File: src/rtl/cpu_pkg.sv
// Shared CPU datapath package: word/address widths and the types used by the
// register file, operand muxes, ALU and instruction decoder.
package cpu_pkg;

    localparam int DATA_W    = 8;
    localparam int ADDR_W    = 3;
    localparam int REG_COUNT = 1 << ADDR_W;

    typedef logic [ADDR_W-1:0] reg_addr_t;
    typedef logic [DATA_W-1:0] word_t;

endpackage : cpu_pkg

File: src/rtl/decoder_3to8.sv
// Enabled binary-to-one-hot decoder. Used as the register file write demux
// and intended for memory bank select as well.
module decoder_3to8
    import cpu_pkg::*;
#(
    parameter int ADDR_W = cpu_pkg::ADDR_W
) (
    input  logic                   en,
    input  logic [ADDR_W-1:0]      addr,
    output logic [(1<<ADDR_W)-1:0] onehot
);

    localparam int COUNT = 1 << ADDR_W;

    // One output line per address; at most one line is high, none when en=0.
    for (genvar gi = 0; gi < COUNT; gi++) begin : g_line
        assign onehot[gi] = en && (addr == ADDR_W'(gi));
    end

endmodule : decoder_3to8

File: src/rtl/reg_file.sv
// 8 x 8 CPU register file: one decoded write port, two combinational read
// ports, optional write-to-read forwarding.
module reg_file
    import cpu_pkg::*;
#(
    parameter int DATA_W = cpu_pkg::DATA_W,
    parameter int ADDR_W = cpu_pkg::ADDR_W,
    parameter int BYPASS = 0
) (
    input  logic              CLK,
    input  logic              RESET,
    input  logic [DATA_W-1:0] IN,
    input  logic [ADDR_W-1:0] INADDRESS,
    input  logic              WRITE,
    input  logic              BUSYWAIT,
    input  logic [ADDR_W-1:0] OUT1ADDRESS,
    input  logic [ADDR_W-1:0] OUT2ADDRESS,
    output logic [DATA_W-1:0] OUT1,
    output logic [DATA_W-1:0] OUT2
);

    localparam int NREGS  = 1 << ADDR_W;
    localparam int NPORTS = 2;

    logic [DATA_W-1:0] mem_reg [NREGS];
    logic [NREGS-1:0]  wr_onehot;
    logic              wr_en;
    logic              wr_any;
    logic              fwd_ok;

    // A stall holds the write off; the control unit keeps the request stable
    // so it lands on the first non-stalled edge.
    assign wr_en = WRITE && !BUSYWAIT;

    decoder_3to8 #(
        .ADDR_W (ADDR_W)
    ) u_wr_demux (
        .en     (wr_en),
        .addr   (INADDRESS),
        .onehot (wr_onehot)
    );

    assign wr_any = |wr_onehot;

    // Forwarding mirrors exactly the write that will happen at the next edge:
    // no forwarding while stalled or while reset is about to clear the file.
    assign fwd_ok = (BYPASS != 0) && wr_any && !RESET;

    // Register storage: reset clears everything and discards any pending write.
    always_ff @(posedge CLK) begin
        if (RESET) begin
            for (int i = 0; i < NREGS; i++) begin
                mem_reg[i] <= '0;
            end
        end else begin
            for (int i = 0; i < NREGS; i++) begin
                if (wr_onehot[i]) begin
                    mem_reg[i] <= IN;
                end
            end
        end
    end

    // Both read ports share the same select-plus-forward structure.
    logic [ADDR_W-1:0] rd_addr [NPORTS];
    logic [DATA_W-1:0] rd_data [NPORTS];

    assign rd_addr[0] = OUT1ADDRESS;
    assign rd_addr[1] = OUT2ADDRESS;

    for (genvar gi = 0; gi < NPORTS; gi++) begin : g_rd_port
        assign rd_data[gi] = (fwd_ok && (rd_addr[gi] == INADDRESS)) ? IN
                                                                    : mem_reg[rd_addr[gi]];
    end

    assign OUT1 = rd_data[0];
    assign OUT2 = rd_data[1];

endmodule : reg_file

File: config.mk
export PLATFORM = sky130hd
export DESIGN_NAME = reg_file
export DESIGN_NICKNAME = d
export VERILOG_FILES = /design/src/rtl/cpu_pkg.sv /design/src/rtl/decoder_3to8.sv /design/src/rtl/reg_file.sv
export SDC_FILE = /design/constraint.sdc
export NUM_CORES = 1
export LEC_CHECK = 0
export BUFFER_PORTS_ARGS = -buffer_cell sky130_fd_sc_hd__buf_2
export CAP_MARGIN = 20
export CORE_MARGIN = 1.5
export CORE_UTILIZATION = 55
export CTS_CLUSTER_DIAMETER = 50
export CTS_CLUSTER_SIZE = 10
export DETAILED_ROUTE_END_ITERATION = 8
export HOLD_SLACK_MARGIN = 0.15
export PLACE_DENSITY = 0.75
export SYNTH_ARGS = -nofsm -noshare
export SYNTH_HDL_FRONTEND = slang
export SYNTH_HIERARCHICAL = 1
export SYNTH_SLANG_ARGS = --single-unit
export TNS_END_PERCENT = 5
File: constraint.sdc
create_clock -name CLK -period 5 [get_ports CLK]
set_input_delay 1.5 -clock CLK [delete_from_list [all_inputs] [get_ports CLK]]
set_output_delay 1.5 -clock CLK [all_outputs]
set_load 0.01 [all_outputs]
## Word-level counts from Yosys, hierarchy flattened

Memory sizes are Yosys's and may differ from the RTL's.
Cells that the tools add are included.

- RAM bits: 64
- Register bits: 0
- Word-level logic and storage cells: 61
- Memories kept: 1

Memories:

| memory | depth | bits a word | rd ports | clocked after memory_dff | wr ports | RTL line | RTL |
|---|---|---|---|---|---|---|---|
| mem_reg | 8 | 8 | 2 | 0 | 8 | reg_file.sv:25 | `logic [DATA_W-1:0] mem_reg [NREGS];` |

- Multiplexer cells: 34
- Eq/ne operators: 7
- Bitwise logic cells: 8
- Reduce and logical (&&, ||, !) cells: 11

Operators with widths:

| operator | count |
|---|---|
| $mux 8 | 8 |
| $mux 1 | 26 |
| $eq 3x3->1 const B | 4 |
| $logic_and 1x1->1 | 9 |
| $or 1x1->1 | 8 |
| $eq 3x2->1 const B | 2 |
| $eq 3x1->1 const B | 1 |
| $logic_not 3->1 | 1 |
| $logic_not 1->1 | 1 |

## Logic depth before layout (Yosys ltp)

Gate-level depths: netlist (run 1).

- Depth in word-level cells: 7
- Gate-level depth with buffers: 4
- Gate-level depth less buffers: 3

## By module

Netlist (run 1), hierarchy kept.

Modules (own cells, without submodules):

| module | seq. area each (sq um) | cells each | instances | area each (sq um) |
|---|---|---|---|---|
| reg_file | 1921.8 | 188 | 1 | 3429.5 |
| decoder_3to8 | 0.0 | 8 | 1 | 96.3 |

## Least setup slack after synthesis (run 1)

No wires, ideal clock.

- Kind: in2out
- Start: in OUT2ADDRESS[0]
- End: out OUT2[0]
- Stages on the path: 4
- Buffers on the path: 2
- Data required time: 3500 ps
- Setup slack: 935 ps
- Arrival: 2565 ps
- Cell sequence: buf_6 > buf_12 > mux4_1 > mux2_2

- Cells in the longest elaborated chain, start to end: 1

RTL lines:

| what | RTL line | RTL |
|---|---|---|
| from (decl) | reg_file.sv:17 | `input logic [ADDR_W-1:0] OUT2ADDRESS,` |
| $mem_v2 8x8 | -- |  |
| to (decl) | reg_file.sv:19 | `output logic [DATA_W-1:0] OUT2` |

Every way passes these cells.

## Worst setup path in the final report (run 1)

- Start: in OUT2ADDRESS[0]
- End: out OUT2[6]

Same word-level chain as after synthesis.

==> flow_metrics.env, run 1 <==
export IMPL_status="complete, no violations"
export IMPL_start_util=0.582
export IMPL_multi_input_area_um2=1510
export IMPL_power_share_clock=0.315
export IMPL_setup_viol=0
export IMPL_cts_buffers=9
export IMPL_vias=1978
export IMPL_period_share=0.904
export IMPL_pwr_share_comb=0.136
export IMPL_io_buffer_count=36
export IMPL_cp_arrival_ns=3.02
export IMPL_post_cts_buffers=0
export IMPL_cp_required_ns=3.50
export IMPL_final_cell_count_no_fill=312
export IMPL_clockBufferDepth=2
export IMPL_setup_ws_ns=0.482
export IMPL_grt_overflow_total=0
export IMPL_yosysUniqueCellTypes=16
export IMPL_p_leak_nw=1.44
export IMPL_fmax_ghz=0.221
export IMPL_cp_top_family="multiplexers"
export IMPL_fp_row_count=28
export IMPL_max_stage_delay_ns=0.64
export IMPL_fill_cells=442
export IMPL_nNetsFinal=253
export IMPL_slew_headroom=0.349
export IMPL_yosysSeqAreaShare=0.545
export IMPL_ant_nets=0
export IMPL_min_path_type="in -> reg"
export IMPL_wl_um=7570
export IMPL_crit_chain="buf_2 -> mux4_1 -> mux2_2 -> buf_2"
export IMPL_startpoint="OUT2ADDRESS[0]"
export IMPL_root_buffer="clkbuf_8"
export IMPL_htreeDepth=3
export IMPL_syn_instance_count=196
export IMPL_core_um2=6060
export IMPL_avgSynthCellArea_um2=18.0
export IMPL_cap_viol_max_count=0
export IMPL_min_from="IN[2]"
export IMPL_maxSlewViolCount=0
export IMPL_die_h_um=83.1
export IMPL_dp_hpwl_um=4940
export IMPL_hold_viol=0
export IMPL_pin_count=37
export IMPL_p_switching_w=0.000290
export IMPL_start_kind="input pin"
export IMPL_path_clk_slew_ns=0.07
export IMPL_drt_iter0_drc=118
export IMPL_grt_max_degree=17
export IMPL_remaining_drc_errors=0
export IMPL_cts_sinks=64
export IMPL_rsz0062_at_grt="no"
export IMPL_wire_per_inst_um=24.3
export IMPL_avgViaCountPerCell=6.34
export IMPL_ir_worst_vdd_mv=0.197
export IMPL_drive_above_1_share=0.354
export IMPL_critPathKind="in -> out"
export IMPL_first_pass_iters=4
export IMPL_final_cell_mix="edfxtp_1, and2_1, buf_2"
export IMPL_path_buf_inv=2
export IMPL_placed_cells=296
export IMPL_crit_slowest_cell="mux4_1"
export IMPL_syn_num_nets=217
export IMPL_cts_resized=0
export IMPL_gp_congestion=0.779
export IMPL_crit_path_frequent_cell="buf_2"
export IMPL_syn_area_um2=3530
export IMPL_totalNegativeSetupSlack_ns=0
export IMPL_final_common_cell="edfxtp_1"
export IMPL_ys_warn_count=6
export IMPL_min_period_ns=4.52
export IMPL_pre_cts_ws_ns=0.472
export IMPL_worst_pin_slew_ns=0.974
export IMPL_power_density_nw_per_um2=303
export IMPL_synth_ff_latch_count=64
export IMPL_register_area_um2=1920
export IMPL_largest_register_ff_count=64
export IMPL_area_delta_synth_final_pct=9.79
export IMPL_holdBufCountCts=0
export IMPL_path_max_fanout=16
export IMPL_die_x_um=83.1
export IMPL_intPower_w=0.000883
export IMPL_grt_pass1_vias=2040
export IMPL_grt_usage=0.231
export IMPL_grt_first_pass_wirelength_um=11300
export IMPL_endpoint_kind="output pin"
export IMPL_finalPower_w=0.00117
export IMPL_seqPwrFrac=0.548
export IMPL_cts_tree="built"
export IMPL_diodes=0
export IMPL_antenna_found_initial=0
export IMPL_swShare=0.247
export IMPL_die_area_um2=6900
==> final timing paths <==
| check | to | slack [ns] | cells after the start |
|---|---|---|---|
| hold / removal | mem_reg[7][2] | 1.62 | 2 |
| setup / recovery | OUT2[6] | 0.48 | 4 |
==> power by group through the flow <==
stage / Combinational (W) / Sequential [W] / Clock (W)
final: 0.000160 / 0.000643 / 0.000370
after global routing: 0.000170 / 0.000647 / 0.000390
after CTS: 0.000162 / 0.000644 / 0.000370
after detailed placement: 0.000162 / 0.000655 / 0
after global placement: 0.000159 / 0.000652 / 0
after floorplan: 0.000114 / 0.000646 / 0
==> metal layers <==
metal	part of all wire	global-route usage	up-vias
met3	0.045	0.0547	10
met4	0.019	0.0894	0
met2	0.53	0.395	64
li1	-	-	881
met5	0	0	-
met1	0.41	0.286	1023
==> cells by family (layout without fill, tap and decap cells) <==
logic type,count (synthesis),after routing,synth area share
buf+inv,11,52,0.0259
simple gates,73,73,0.143
mux,48,48,0.286
flops,64,64,0.545
==> cell usage after synthesis (all sizes together) <==
library cell / instances / area, µm²
edfxtp: 64 / 1920
and2: 48 / 300
mux4: 32 / 830
mux2: 16 / 180
nor2b: 9 / 56.3
buf: 8 / 80.1
or2: 8 / 50.1
and4b: 3 / 33.8
and4bb: 3 / 37.5
clkbuf: 3 / 11.3
and4: 1 / 10.0
nor4b: 1 / 15.0
==> final cells by class <==
type                       instances  area share
clock buffer                       9      0.0320
clock inverter                     7      0.0100
multi-input combinational        121       0.391
sequential                        64       0.496
tap                               75      0.0242
timing repair buffer              36      0.0465
==> through the flow <==
stage	instance area, µm²	hold slack (ns)	util
after floorplan	3530	1.74	-
after global placement	3710	1.98	0.612
after detailed placement	3710	1.98	0.612
after CTS	3870	1.61	0.639
after global routing	3870	1.62	0.639
final	3870	1.62	0.639
No activity file was read; power rests on OpenSTA's default activity.
==> run 2, diff against run 1 <==
--- a/config.mk
+++ b/config.mk
@@ -10,7 +10,6 @@
 export CORE_MARGIN = 1.5
 export CORE_UTILIZATION = 55
 export CTS_CLUSTER_DIAMETER = 50
-export CTS_CLUSTER_SIZE = 10
 export DETAILED_ROUTE_END_ITERATION = 8
 export HOLD_SLACK_MARGIN = 0.15
 export PLACE_DENSITY = 0.75
==> constraint.sdc (replaced) <==
create_clock -name CLK -period 4.55 [get_ports CLK]
set_input_delay 1.365 -clock CLK [delete_from_list [all_inputs] [get_ports CLK]]
set_output_delay 1.365 -clock CLK [all_outputs]
set_load 0.01 [all_outputs]
==> flow_metrics.env, run 2 (same netlist as run 1, synthesis figures left out) <==
export IMPL_status="complete, no violations"
export IMPL_io_buffer_count=36
export IMPL_diodes=0
export IMPL_path_clk_slew_ns=0.07
export IMPL_fp_row_count=28
export IMPL_p_leak_nw=1.48
export IMPL_multi_input_area_um2=1510
export IMPL_core_um2=6060
export IMPL_area_delta_synth_final_pct=11.1
export IMPL_pre_cts_ws_ns=0.331
export IMPL_root_buffer="clkbuf_8"
export IMPL_wire_per_inst_um=24.4
export IMPL_fill_cells=430
export IMPL_min_path_type="in -> reg"
export IMPL_clockBufferDepth=2
export IMPL_largest_register_ff_count=64
export IMPL_holdBufCountCts=0
export IMPL_setup_viol=0
export IMPL_final_util=0.646
export IMPL_period_share=0.924
export IMPL_final_cell_mix="edfxtp_1, and2_1, buf_2"
export IMPL_maxSlewViolCount=0
export IMPL_cp_required_ns=3.18
export IMPL_cts_sinks=64
export IMPL_critPathKind="in -> out"
export IMPL_placed_cells=297
export IMPL_wl_um=7610
export IMPL_crit_chain="buf_2 -> mux4_1 -> mux2_2 -> buf_2"
export IMPL_worst_pin_slew_ns=0.575
export IMPL_cp_arrival_ns=2.84
export IMPL_post_cts_buffers=0
export IMPL_whs_endpoint="mem_reg[7][2]"
export IMPL_die_x_um=83.1
export IMPL_drive_above_1_share=0.354
export IMPL_crit_path_frequent_cell="buf_2"
export IMPL_vias=1962
export IMPL_avgViaCountPerCell=6.29
export IMPL_nNetsFinal=254
export IMPL_final_common_cell="edfxtp_1"
export IMPL_pin_count=37
export IMPL_setup_ws_ns=0.344
export IMPL_remaining_drc_errors=0
export IMPL_crit_slowest_cell="mux4_1"
export IMPL_path_max_fanout=16
export IMPL_htreeDepth=3
export IMPL_dp_hpwl_um=5000
export IMPL_max_stage_delay_ns=0.61
export IMPL_timing_hold_ws_ns=1.49
export IMPL_final_cell_count_no_fill=312
export IMPL_cts_tree="built"
export IMPL_totalNegativeSetupSlack_ns=0
export IMPL_drt_iter0_drc=177
export IMPL_min_period_ns=4.21
export IMPL_hold_path_depth=2
export IMPL_antenna_found_initial=0
export IMPL_grt_overflow_total=0
export IMPL_endpoint_kind="output pin"
export IMPL_cts_buffers=9
export IMPL_min_from="IN[2]"
export IMPL_cap_viol_max_count=0
export IMPL_register_area_um2=1920
export IMPL_first_pass_iters=4
export IMPL_start_kind="input pin"
export IMPL_ant_nets=0
export IMPL_die_h_um=83.1
export IMPL_grt_pass1_vias=2019
export IMPL_fmax_ghz=0.238
export IMPL_cts_resized=0
export IMPL_gp_congestion=0.779
export IMPL_hold_viol=0
export IMPL_slew_headroom=0.616
export IMPL_grt_max_degree=17
export IMPL_die_area_um2=6900
export IMPL_grt_first_pass_wirelength_um=11600
export IMPL_ir_worst_vdd_mv=0.241
export IMPL_grt_usage=0.234
export IMPL_rsz0062_at_grt="no"
export IMPL_start_util=0.582
export IMPL_power_density_nw_per_um2=354
[run 2: where the power goes]
group          switching (W)  internal, W  total, W
clock               0.000202     0.000301  0.000503
sequential         0.0000182     0.000690  0.000708
combinational      0.0000844    0.0000909  0.000175
total               0.000305      0.00108   0.00139
[run 2: worst max-delay path, delay by kind of cell]
kind,cells,cell delay [ns]
buffers and inverters,2,0.56
multiplexers,2,0.91
[run 2: layer usage]
layer	routed length, µm	track usage
met1	3200	0.307
met2	3950	0.390
met3	280	0.0447
met4	171	0.0939
met5	0	0
[run 2: how the worst max path moves through the flow]
| stage | startpoint | end | slack, ns | cells past startpoint |
|---|---|---|---|---|
| 6_report | OUT2ADDRESS[0] | OUT2[6] | 0.34 | 4 |
| 3_5_place_dp | OUT1ADDRESS[0] | OUT1[6] | 0.33 | 4 |
| 2_1_floorplan | OUT2ADDRESS[0] | OUT2[0] | 0.76 | 4 |
| 3_3_place_gp | OUT2ADDRESS[0] | OUT2[6] | 0.35 | 4 |
| 5_1_grt | OUT2ADDRESS[0] | OUT2[4] | 0.28 | 4 |
| 4_1_cts | OUT1ADDRESS[0] | OUT1[6] | 0.33 | 4 |
[run 2: area by class of cell]
type | instances | share of cell area
Sequential cell | 64 | 0.491
Multi-Input combinational cell | 121 | 0.386
Timing Repair Buffer | 37 | 0.0479
Clock buffer | 10 | 0.0326
Tap cell | 75 | 0.0240
Clock inverter | 5 | 0.0185
[run 2: through the flow]
step	instance area [µm²]	power, W
6_report	3920	0.00139
4_1_cts	3920	0.00139
3_5_place_dp	3720	0.000898
2_1_floorplan	3530	0.000835
5_1_grt	3920	0.00143
3_3_place_gp	3720	0.000890
